[config.mk]
export PLATFORM = sky130hd
export DESIGN_NAME = mem_access_sequencer_flat
export DESIGN_NICKNAME = d
export VERILOG_FILES = /design/src/rtl/mem_ctrl_pkg.sv /design/src/rtl/mem_access_sequencer_if.sv /design/src/rtl/mem_rr_pick.sv /design/src/rtl/mem_access_sequencer.sv /design/src/flat_wrapper.sv
export SDC_FILE = /design/constraint.sdc
export NUM_CORES = 1
export LEC_CHECK = 0
export ABC_AREA = 1
export BUFFER_PORTS_ARGS = -buffer_cell sky130_fd_sc_hd__buf_2
export CAP_MARGIN = 20
export CORE_ASPECT_RATIO = 0.9
export CORE_MARGIN = 3
export CORE_UTILIZATION = 45
export CTS_CLUSTER_DIAMETER = 50
export DETAILED_ROUTE_END_ITERATION = 10
export PLACE_DENSITY = 0.88
export SETUP_SLACK_MARGIN = 0.5
export SLEW_MARGIN = 15
export SYNTH_ARGS = -nofsm -noshare
export SYNTH_HDL_FRONTEND = slang
export SYNTH_SLANG_ARGS = --single-unit
[constraint.sdc]
create_clock -name Clk -period 1.69 [get_ports Clk]
set_input_delay 0.0845 -clock Clk [delete_from_list [all_inputs] [get_ports Clk]]
set_output_delay 0.0845 -clock Clk [all_outputs]
set_load 0.1 [all_outputs]
[src/rtl/mem_ctrl_pkg.sv]
// Shared memory-controller types and constants: sequencer FSM states,
// RAM bus direction encodings, default widths and the load/store opcodes.
package mem_ctrl_pkg;

  typedef enum logic [1:0] {
    IDLE   = 2'd0,
    ACCESS = 2'd1,
    RESP   = 2'd2
  } state_e;

  localparam logic RW_READ  = 1'b0;
  localparam logic RW_WRITE = 1'b1;

  localparam int ADDR_W_DEF = 16;
  localparam int DATA_W_DEF = 32;

  // Decoder opcodes for the data port; kept here so decoder and controller agree.
  localparam logic [3:0] OP_LDR = 4'b1101;
  localparam logic [3:0] OP_STR = 4'b1110;

endpackage

[src/rtl/mem_access_sequencer_if.sv]
// Requester and RAM-bus signals of the memory access sequencer.
// master: the sequencer itself; slave: fetch/data requesters plus the RAM.
interface mem_access_sequencer_if #(
  parameter int ADDR_W = 16,
  parameter int DATA_W = 32
);
  logic              FReq;
  logic [ADDR_W-1:0] FAddr;
  logic              FAck;
  logic [DATA_W-1:0] FData;
  logic              DReq;
  logic              DWe;
  logic [ADDR_W-1:0] DAddr;
  logic [DATA_W-1:0] DWData;
  logic              DAck;
  logic [DATA_W-1:0] DRData;
  logic              MemEn;
  logic              RW;
  logic [ADDR_W-1:0] AddressBus;
  logic [DATA_W-1:0] Dout;
  logic [DATA_W-1:0] Din;
  logic              Busy;

  modport master (
    input  FReq, FAddr, DReq, DWe, DAddr, DWData, Din,
    output FAck, FData, DAck, DRData, MemEn, RW, AddressBus, Dout, Busy
  );

  modport slave (
    output FReq, FAddr, DReq, DWe, DAddr, DWData, Din,
    input  FAck, FData, DAck, DRData, MemEn, RW, AddressBus, Dout, Busy
  );
endinterface

[src/rtl/mem_rr_pick.sv]
// Two-requester round-robin picker; a tie goes to whichever side lost last time.
// last_data_q starts at 0, so the first tie after reset goes to the data port.
module mem_rr_pick (
  input  logic clk_i,
  input  logic rst_n_i,
  input  logic f_req_i,
  input  logic d_req_i,
  input  logic take_i,
  output logic gnt_vld_o,
  output logic gnt_data_o
);

  logic last_data_q, last_data_d;

  always_comb begin
    gnt_vld_o   = f_req_i | d_req_i;
    gnt_data_o  = d_req_i & (~f_req_i | ~last_data_q);
    last_data_d = (take_i && gnt_vld_o) ? gnt_data_o : last_data_q;
  end

  always_ff @(posedge clk_i or negedge rst_n_i) begin
    if (!rst_n_i) last_data_q <= 1'b0;
    else          last_data_q <= last_data_d;
  end

endmodule

[src/rtl/mem_access_sequencer.sv]
// Arbitrates fetch and load/store accesses onto the single-port RAM bus, holds
// each access for WAIT_CYCLES cycles, then pulses the granted port's ack.
module mem_access_sequencer
  import mem_ctrl_pkg::*;
#(
  parameter int ADDR_W      = ADDR_W_DEF,
  parameter int DATA_W      = DATA_W_DEF,
  parameter int WAIT_CYCLES = 2
) (
  input logic                    Clk,
  input logic                    Reset_n,
  mem_access_sequencer_if.master bus
);

  localparam int               CNT_W    = $clog2(WAIT_CYCLES + 1);
  localparam logic [CNT_W-1:0] CNT_LAST = CNT_W'(WAIT_CYCLES - 1);

  state_e            state_q, state_d;
  logic [CNT_W-1:0]  cnt_q, cnt_d;
  logic [ADDR_W-1:0] addr_q, addr_d;
  logic              we_q, we_d;
  logic [DATA_W-1:0] wdata_q, wdata_d;
  logic [DATA_W-1:0] rdata_q, rdata_d;
  logic              gnt_data_q, gnt_data_d;
  logic              gnt_vld, gnt_data;

  mem_rr_pick u_pick (
    .clk_i      (Clk),
    .rst_n_i    (Reset_n),
    .f_req_i    (bus.FReq),
    .d_req_i    (bus.DReq),
    .take_i     (state_q == IDLE),
    .gnt_vld_o  (gnt_vld),
    .gnt_data_o (gnt_data)
  );

  always_ff @(posedge Clk or negedge Reset_n) begin
    if (!Reset_n) state_q <= IDLE;
    else          state_q <= state_d;
  end

  always_comb begin
    state_d = state_q;
    case (state_q)
      IDLE:    if (gnt_vld) state_d = ACCESS;
      ACCESS:  if (cnt_q == CNT_LAST) state_d = RESP;
      RESP:    state_d = IDLE;
      default: state_d = IDLE;
    endcase
  end

  // Bus registers are only loaded at grant, so requester inputs may change freely mid-access.
  always_comb begin
    cnt_d      = cnt_q;
    addr_d     = addr_q;
    we_d       = we_q;
    wdata_d    = wdata_q;
    rdata_d    = rdata_q;
    gnt_data_d = gnt_data_q;
    case (state_q)
      IDLE: begin
        if (gnt_vld) begin
          gnt_data_d = gnt_data;
          addr_d     = gnt_data ? bus.DAddr : bus.FAddr;
          we_d       = gnt_data ? bus.DWe : RW_READ;
          wdata_d    = bus.DWData;
          cnt_d      = '0;
        end
      end
      ACCESS: begin
        if (cnt_q == CNT_LAST) begin
          if (we_q == RW_READ) rdata_d = bus.Din;
          cnt_d = '0;
        end else begin
          cnt_d = cnt_q + CNT_W'(1);
        end
      end
      default: ;
    endcase
  end

  always_ff @(posedge Clk or negedge Reset_n) begin
    if (!Reset_n) begin
      cnt_q      <= '0;
      addr_q     <= '0;
      we_q       <= RW_READ;
      wdata_q    <= '0;
      rdata_q    <= '0;
      gnt_data_q <= 1'b0;
    end else begin
      cnt_q      <= cnt_d;
      addr_q     <= addr_d;
      we_q       <= we_d;
      wdata_q    <= wdata_d;
      rdata_q    <= rdata_d;
      gnt_data_q <= gnt_data_d;
    end
  end

  always_comb begin
    bus.MemEn      = 1'b0;
    bus.RW         = RW_READ;
    bus.AddressBus = '0;
    bus.Dout       = '0;
    bus.FAck       = 1'b0;
    bus.DAck       = 1'b0;
    bus.FData      = '0;
    bus.DRData     = '0;
    bus.Busy       = (state_q != IDLE);
    case (state_q)
      ACCESS: begin
        bus.MemEn      = 1'b1;
        bus.RW         = we_q;
        bus.AddressBus = addr_q;
        bus.Dout       = (we_q == RW_WRITE) ? wdata_q : '0;
      end
      RESP: begin
        bus.FAck   = ~gnt_data_q;
        bus.DAck   = gnt_data_q;
        bus.FData  = gnt_data_q ? '0 : rdata_q;
        bus.DRData = (gnt_data_q && we_q == RW_READ) ? rdata_q : '0;
      end
      default: ;
    endcase
  end

endmodule

[src/flat_wrapper.sv]
// flat-port wrapper written by rule: the top's interface ports become plain ports
module mem_access_sequencer_flat import mem_ctrl_pkg::*;
#(
  parameter int ADDR_W      = ADDR_W_DEF,
  parameter int DATA_W      = DATA_W_DEF,
  parameter int WAIT_CYCLES = 2
)
  (Clk, Reset_n, bus_FReq, bus_FAddr, bus_DReq, bus_DWe, bus_DAddr, bus_DWData, bus_Din, bus_FAck, bus_FData, bus_DAck, bus_DRData, bus_MemEn, bus_RW, bus_AddressBus, bus_Dout, bus_Busy);
  mem_access_sequencer_if #(.ADDR_W(ADDR_W), .DATA_W(DATA_W)) bus_i ();
  input logic Clk;
  input logic Reset_n;
  input wire logic [$bits(bus_i.FReq)-1:0] bus_FReq;
  input wire logic [$bits(bus_i.FAddr)-1:0] bus_FAddr;
  input wire logic [$bits(bus_i.DReq)-1:0] bus_DReq;
  input wire logic [$bits(bus_i.DWe)-1:0] bus_DWe;
  input wire logic [$bits(bus_i.DAddr)-1:0] bus_DAddr;
  input wire logic [$bits(bus_i.DWData)-1:0] bus_DWData;
  input wire logic [$bits(bus_i.Din)-1:0] bus_Din;
  output wire logic [$bits(bus_i.FAck)-1:0] bus_FAck;
  output wire logic [$bits(bus_i.FData)-1:0] bus_FData;
  output wire logic [$bits(bus_i.DAck)-1:0] bus_DAck;
  output wire logic [$bits(bus_i.DRData)-1:0] bus_DRData;
  output wire logic [$bits(bus_i.MemEn)-1:0] bus_MemEn;
  output wire logic [$bits(bus_i.RW)-1:0] bus_RW;
  output wire logic [$bits(bus_i.AddressBus)-1:0] bus_AddressBus;
  output wire logic [$bits(bus_i.Dout)-1:0] bus_Dout;
  output wire logic [$bits(bus_i.Busy)-1:0] bus_Busy;
  assign bus_i.FReq = bus_FReq;
  assign bus_i.FAddr = bus_FAddr;
  assign bus_i.DReq = bus_DReq;
  assign bus_i.DWe = bus_DWe;
  assign bus_i.DAddr = bus_DAddr;
  assign bus_i.DWData = bus_DWData;
  assign bus_i.Din = bus_Din;
  assign bus_FAck = bus_i.FAck;
  assign bus_FData = bus_i.FData;
  assign bus_DAck = bus_i.DAck;
  assign bus_DRData = bus_i.DRData;
  assign bus_MemEn = bus_i.MemEn;
  assign bus_RW = bus_i.RW;
  assign bus_AddressBus = bus_i.AddressBus;
  assign bus_Dout = bus_i.Dout;
  assign bus_Busy = bus_i.Busy;
  mem_access_sequencer #(.ADDR_W(ADDR_W), .DATA_W(DATA_W), .WAIT_CYCLES(WAIT_CYCLES)) u_core (.Clk(Clk), .Reset_n(Reset_n), .bus(bus_i));
endmodule
==> impl_metrics.ini, run 1 <==
[synthesis]
yosysMostFrequentCell = nand2_1
syn-num-nets = 762
synth.ff_latch_count = 86
synthTopCellsByCount = nand2_1, dfrtp_1, inv_1
yosysUniqueCellTypes = 20
post_synth.cell_area_avg_um2 = 7.11
syn_inst = 661
synth-seq-area-share_pct = 45.8
ys_warn_count = 0
synthFlopType = dfrtp_1
synth_top_area_cell = dfrtp_1
syn-cell-area_um2 = 4700
synth_edf_count = 0
yosys-top-cells-area = dfrtp_1, nand2_1, nand3_1, inv_1, nor2_1
synth_top_area_share_pct = 45.8
async_flop_share_pct = 100

[clock_tree]
cts_buffers = 9
h-tree-depth = 3
cts_root_buf = clkbuf_16
clock_sinks = 86
hold_buffers = 37
cts_resized = 164
cts_max_path_buffers = 2
postCtsSetupRepairBufs = 39

[outcome]
failed_stage = clock tree synthesis
status = stopped before the end
toolErrorMsg = [ERROR DPL-0038] Utilization greater than 100%, impossible to legalize

[floorplanning]
rows = 34
io_pins = 218
die_x_um = 114
initial_core_util_pct = 47.4
die_h_um = 103

[place]
routabilityCongestion = 0.825
dp_hpwl_mm = 14.0
port_buffers = 217
==> metrics by stage <==
stage                     instances  hold slack (ns)  instance area, um^2  util (%)  worst slack [ns]
after global placement          985            0.108                 8620      87.0             0.190
after detailed placement        985            0.115                 8620      87.0            0.0838
after floorplan                 661           -0.211                 5670         -            -0.165
==> kinds of logic after synthesis <==
| family | after synthesis | share of synthesized area (%) |
|---|---|---|
| DFF | 86 | 45.8 |
| and+or+nand+nor | 442 | 41.7 |
| AOI/OAI and AO/OA | 3 | 0.399 |
| buffers and inverters | 130 | 12.1 |
==> run 2: changes to the inputs <==
--- a/config.mk
+++ b/config.mk
@@ -8,13 +8,10 @@
 export ABC_AREA = 1
 export BUFFER_PORTS_ARGS = -buffer_cell sky130_fd_sc_hd__buf_2
 export CAP_MARGIN = 20
-export CORE_ASPECT_RATIO = 0.9
 export CORE_MARGIN = 3
-export CORE_UTILIZATION = 45
-export CTS_CLUSTER_DIAMETER = 50
+export CORE_UTILIZATION = 30
 export DETAILED_ROUTE_END_ITERATION = 10
-export PLACE_DENSITY = 0.88
-export SETUP_SLACK_MARGIN = 0.5
+export PLACE_DENSITY_LB_ADDON = 0.15
 export SLEW_MARGIN = 15
 export SYNTH_ARGS = -nofsm -noshare
 export SYNTH_HDL_FRONTEND = slang
==> run 2 against run 1 <==
The flow now finishes, with violations (negative setup slack). Synthesized cell count unchanged. Area after synthesis unchanged.
==> impl_metrics.ini, run 2 <==
[setup_path]
r2r-end = u_core.rdata_q[26]
arrival_ns = 1.66
ff2ff_setup_slack_ns = 0.18
required_ns = 1.61
crit-reg2reg-launch = u_core.we_q
worstPathMaxFanout = 7
rr_worst_depth = 6
critPathLaunchType = register
end_kind = output port
setup.worst_path.class = reg -> out

[clock_tree]
cts_buffers = 9
clkSlewWorstSetupHoldPaths_ns = 0.06
cts_root_buf = clkbuf_16
clock_sinks = 86
h-tree-depth = 3
cts_max_path_buffers = 2
cts_tree = built
clk_latency_ns = 0.34

[synthesis]
synth_edf_count = 0
syn_inst = 661
async_flop_share_pct = 100
synth.ff_latch_count = 86
ys_warn_count = 0
syn-cell-area_um2 = 4700
synth_top_area_share_pct = 45.8
yosysUniqueCellTypes = 20
syn-num-nets = 762
synth-seq-area-share_pct = 45.8
synth_top_area_cell = dfrtp_1
synthFlopType = dfrtp_1
yosysMostFrequentCell = nand2_1
post_synth.cell_area_avg_um2 = 7.11
synthTopCellsByCount = nand2_1, dfrtp_1, inv_1
yosys-top-cells-area = dfrtp_1, nand2_1, nand3_1, inv_1, nor2_1

[cells_and_area]
reg_top3 = u_core.rdata_q: 32 flops, u_core.wdata_q: 32 flops, u_core.addr_q: 16 flops
fin_util_pct = 61.5
stdcell_area_um2 = 9380
multi_input_area_um2 = 2460
final_common_cell = nand2_1
drive_above_1_share_pct = 41.2
n_fill_cell = 1316
fin_nets = 1043
area_growth_pct = 99.6
insertedDiodeCount = 0
regArea_um2 = 2150
final_cell_mix = nand2_1, buf_12, buf_2

[timing]
clock_skew_ns = 0.00741
hold_slack_ns = 0.00842
worst_slack_ns = -0.0517
fmax_mhz = 574
grt_setup_unrepaired = true
final.min_clock_period_ns = 1.74
setup_violations = 31
hold_violations = 0
period_share_pct = 103
slew_violations = 0
tightest_slew_ns = 0.489
relSlewSlack_pct = 67.6

[run]
drv_cap = 0

[global_route]
grt.overflow.total = 0
antenna_found_initial = 0
grt_max_degree = 49
grt_pass1_wl_mm = 26.8
grt.total_usage_pct = 18.9
grt_pass1_vias = 5080

[detailed_routing]
firstDrtPassIters = 4
drtIter0Drc = 289
wl_per_cell_um = 13.9
vias_per_cell = 4.42
drc_errors = 0
ant_nets = 0
drt_wl_total_mm = 16.1
vias = 5113

[floorplanning]
initial_core_util_pct = 30.8
die_h_um = 131
die-area_um2 = 17200
io_pins = 218
die_x_um = 131
core_um2 = 15300
rows = 45

[place]
port_buffers = 217
placed_area_um2 = 8060
routabilityCongestion = 0.762
dp_hpwl_mm = 11.1

[worst_hold_path]
hold_depth = 3
hp-start = bus_Din[26]
min_to = u_core.rdata_q[26]
min_path_type = in -> reg

[power]
p_per_area_nw_per_um2 = 1900
p_leak_nw = 4.68
peakVddDrop_uv = 1700

[outcome]
violations = negative setup slack
status = complete, but fails checks
## run 2: critical path, stage by stage, from the launching register on
cell,delay (ns)
dfrtp_1,0.36
inv_2,0.06
or2_4,0.34
buf_6,0.15
nor3_4,0.20
buf_12,0.20
## run 2: worst max-delay path by stage
| stage | slack [ns] | cells past startpoint | startpoint | end |
|---|---|---|---|---|
| global placement | 0.19 | 6 | u_core.state_q[1] | u_core.rdata_q[3] |
| CTS | -0.05 | 5 | u_core.gnt_data_q | bus_DRData[13] |
| floorplan | -0.45 | 4 | u_core.gnt_data_q | bus_FData[22] |
| global route | -0.13 | 5 | u_core.gnt_data_q | bus_DRData[25] |
| finish | -0.05 | 5 | u_core.gnt_data_q | bus_DRData[2] |
| detailed placement | 0.12 | 6 | u_core.state_q[1] | u_core.rdata_q[1] |
## run 2: power by group
group | switching [W] | internal (W) | total, W
combinational | 0.00821 | 0.00385 | 0.0121
clock | 0.000803 | 0.00137 | 0.00217
sequential | 0.000526 | 0.00309 | 0.00361
## run 2: cell type report
type	count	share of cell area, %
Clock inverter	3	0.720
Sequential cell	86	23.0
Inverter	88	3.55
Multi-Input combinational cell	445	26.2
Timing Repair Buffer	312	41.1
Clock buffer	12	2.73
Tap cell	211	2.81
## run 2: per-layer routing
metal	track usage, %	up-vias	wire, um
met5	0	-	0
met3	5.67	14	1240
met2	31.8	173	7960
met4	4.55	0	165
met1	24.1	2378	6760
li1	-	2548	-
## run 2: repair_timing
action / CTS / global route
endpoints found under the setup margin: 92 / 146
gates resized for setup: 71 / 19
setup buffers: 2 / 4
gates cloned: 1 / 1
endpoints found under the hold margin: 150 / 0
hold buffers: 65 / 0
pin swaps: 1 / 3
## run 2: logic make-up (layout without fill, tap and decap cells)
logic type      Yosys count  count (layout)  share of synthesized area [%]
compound gates            3               3                          0.399
simple gates            442             442                           41.7
flops                    86              86                           45.8
buf+inv                 130             415                           12.1
## run 2: stage by stage
stage               setup TNS (ns)  worst slack, ns  total power [W]  cells
finish                      -0.900          -0.0517           0.0178   1157
floorplan                   -36.19           -0.453           0.0114    661
CTS                          -1.45          -0.0538           0.0178   1152
global route                 -4.22           -0.128           0.0189   1157
global placement                 0            0.189           0.0147   1069
detailed placement               0            0.124           0.0149   1069
No activity file was read; power rests on OpenSTA's default activity.
==> run 3: changes to the inputs <==
--- a/config.mk
+++ b/config.mk
@@ -12,7 +12,9 @@
 export CORE_UTILIZATION = 30
 export DETAILED_ROUTE_END_ITERATION = 10
 export PLACE_DENSITY_LB_ADDON = 0.15
+export SETUP_SLACK_MARGIN = 0.05
 export SLEW_MARGIN = 15
 export SYNTH_ARGS = -nofsm -noshare
 export SYNTH_HDL_FRONTEND = slang
+export SYNTH_HIERARCHICAL = 1
 export SYNTH_SLANG_ARGS = --single-unit
==> constraint.sdc (replaced) <==
create_clock -name Clk -period 1.85 [get_ports Clk]
set_input_delay 0.0925 -clock Clk [delete_from_list [all_inputs] [get_ports Clk]]
set_output_delay 0.0925 -clock Clk [all_outputs]
set_load 0.1 [all_outputs]
==> run 3 against run 2 <==
Sequential power decreased by 8.0%. Clock power fell by 12%. Cell count is 5.6% lower. Synthesized cell count shrank 4.2%. Via count decreased by 2.9%. Core utilization rose by 0.058 points. The run now ends clean. Sequential share of layout area increased by 1.0 points. First-iteration DRC count is 7.3% lower. Combinational power shrank 19%. Non-clock buffer count down 13. Setup slack improved by 0.14 ns. Global-route usage down 0.58 points.
==> impl_metrics.ini, run 3 <==
[timing]
setup_violations = 0
clock_skew_ns = 0.00556
fmax_mhz = 568
final.min_clock_period_ns = 1.76
relSlewSlack_pct = 65.5
tightest_slew_ns = 0.520
grt_setup_unrepaired = true
period_share_pct = 95.2
hold_violations = 0
slew_violations = 0
hold_slack_ns = 0.0168

[clock_tree]
clkSlewWorstSetupHoldPaths_ns = 0.06
cts_buffers = 9
h-tree-depth = 3
clock_sinks = 87
cts_max_path_buffers = 2
cts_root_buf = clkbuf_16
cts_tree = built
clk_latency_ns = 0.33

[floorplanning]
die_h_um = 130
rows = 44
initial_core_util_pct = 31.0
die-area_um2 = 16800
core_um2 = 14800
io_pins = 218
die_x_um = 130

[setup_path]
setup.worst_path.class = reg -> out
end_kind = output port
required_ns = 1.76
worstPathMaxFanout = 33
critPathLaunchType = register
arrival_ns = 1.67

[power]
p_per_area_nw_per_um2 = 1650
p_leak_nw = 4.38
combinationalPowerShare_pct = 65.2
switching_power_w = 0.00800
swShare_pct = 53.2
pwr-share-clk_pct = 12.7
pwr-share-seq_pct = 22.1
p_total_w = 0.0150
peakVddDrop_uv = 1080
p_int_w = 0.00703

[synthesis]
syn_inst = 633
async_flop_share_pct = 100
synth_top_area_cell = dfrtp_1
synthFlopType = dfrtp_1
post_synth.cell_area_avg_um2 = 7.23
yosysMostFrequentCell = nand2_1
ys_warn_count = 6
synthTopCellsByCount = nand2_1, dfrtp_1, nor2_1
synth_top_area_share_pct = 47.6
synth-seq-area-share_pct = 47.6
synth_edf_count = 0
yosysUniqueCellTypes = 20
syn-num-nets = 734
yosys-top-cells-area = dfrtp_1, nand2_1, nor2_1, inv_1, nand3_1
synth.ff_latch_count = 87
syn-cell-area_um2 = 4580

[global_route]
grt.overflow.total = 0
grt.total_usage_pct = 18.4
grt_pass1_vias = 5111
antenna_found_initial = 2
grt_max_degree = 53
grt_pass1_wl_mm = 24.9

[detailed_routing]
firstDrtPassIters = 5
drc_errors = 0
wl_per_cell_um = 13.8
ant_nets = 0
vias = 4964
drtIter0Drc = 268
drt_wl_total_mm = 15.1
vias_per_cell = 4.55

[run]
drv_cap = 0

[cells_and_area]
fin_nets = 1003
final_common_cell = nand2_1
area_growth_pct = 98.5
stdcell_area_um2 = 9080
drive_above_1_share_pct = 41.0
reg_top3 = u_core/rdata_q: 32 flops, u_core/wdata_q: 32 flops, u_core/addr_q: 16 flops
n_fill_cell = 1201
final_cell_mix = nand2_1, buf_12, buf_2

[place]
dp_hpwl_mm = 10.8
routabilityCongestion = 0.774
port_buffers = 217
placed_area_um2 = 8040

[outcome]
status = complete, no violations

[worst_hold_path]
min_path_type = in -> reg
## run 3: cell count changes after synthesis, sizes merged
cell	delta
and2	+1
buf	-5
clkbuf	+4
dfrtp	+1
inv	-15
nand2	-14
nand3	-33
nor2	-1
nor3	-1
o21ai	+35
## run 3: area by class of cell
class / instances / area (um^2) / share of cell area, %
timing repair buffer: 299 / 3710 / 40.8
sequential: 87 / 2180 / 24.0
antenna: 1 / 2.50 / 0.0276
inverter: 73 / 283 / 3.11
clock inverter: 6 / 85.1 / 0.937
tap: 184 / 230 / 2.53
clock buffer: 10 / 229 / 2.52
multi-input combinational: 432 / 2370 / 26.1
## run 3: worst paths after layout
check                                  startpoint                  to  slack [ns]  depth (start not counted)
worst max-delay path            u_core/gnt_data_q       bus_FData[23]        0.09                          5
worst min-delay path                  bus_Din[30]  u_core/rdata_q[30]        0.02                          3
worst max register to register        u_core/we_q  u_core/rdata_q[27]        0.27                          5
worst min register to register  u_core/rdata_q[3]   u_core/rdata_q[3]        0.47                          2
max in group asynchronous                 Reset_n   u_core/state_q[0]        0.89                          3
min in group asynchronous                 Reset_n    u_core/addr_q[9]        0.27                          2
## run 3: repair_timing
| action | in CTS | in global routing |
|---|---|---|
| endpoints found under the setup margin | 23 | 61 |
| gates resized for setup | 4 | 11 |
| hold buffers | 61 | 0 |
| endpoints found under the hold margin | 95 | 0 |
| gates cloned | 0 | 1 |
| buffers inserted | 0 | 5 |
## run 3: through the flow
step                util, %  cells  TNS [ns]  setup WS [ns]
floorplan                 -    633    -12.32         -0.370
global placement       54.5   1008         0          0.346
detailed placement     54.5   1008         0          0.267
CTS                    60.8   1085         0         0.0409
global route           61.6   1092   -0.0464        -0.0129
finish                 61.6   1092         0         0.0887
## run 3: metal layers
metal / part of all wire, % / global-route usage [%] / vias to the layer above
met5: 0.046 / 0 / -
met4: 0.95 / 6.48 / 2
met3: 7.5 / 4.66 / 14
met2: 49 / 30.2 / 180
met1: 43 / 23.6 / 2312
li1: - / - / 2456
## run 3: cells by family after synthesis
kind of cell,after synthesis,synth area share (%)
compound gates,38,4.98
simple gates,394,35.8
flops,87,47.6
buf+inv,114,11.6
## run 3: worst max-delay path, cell delays in order, from the launching register on
cell,delay (ns)
dfrtp_1,0.41
inv_1,0.15
nand3_1,0.14
buf_12,0.20
nor2_1,0.21
buf_12,0.21
## run 3: power by group through the flow
stage / registers [W] / logic (W) / clock network [W]
3_5_place_dp: 0.00332 / 0.00958 / 0
4_1_cts: 0.00331 / 0.00973 / 0.00198
3_3_place_gp: 0.00329 / 0.00942 / 0
2_1_floorplan: 0.00320 / 0.00688 / 0
6_report: 0.00332 / 0.00979 / 0.00191
5_1_grt: 0.00342 / 0.0105 / 0.00206
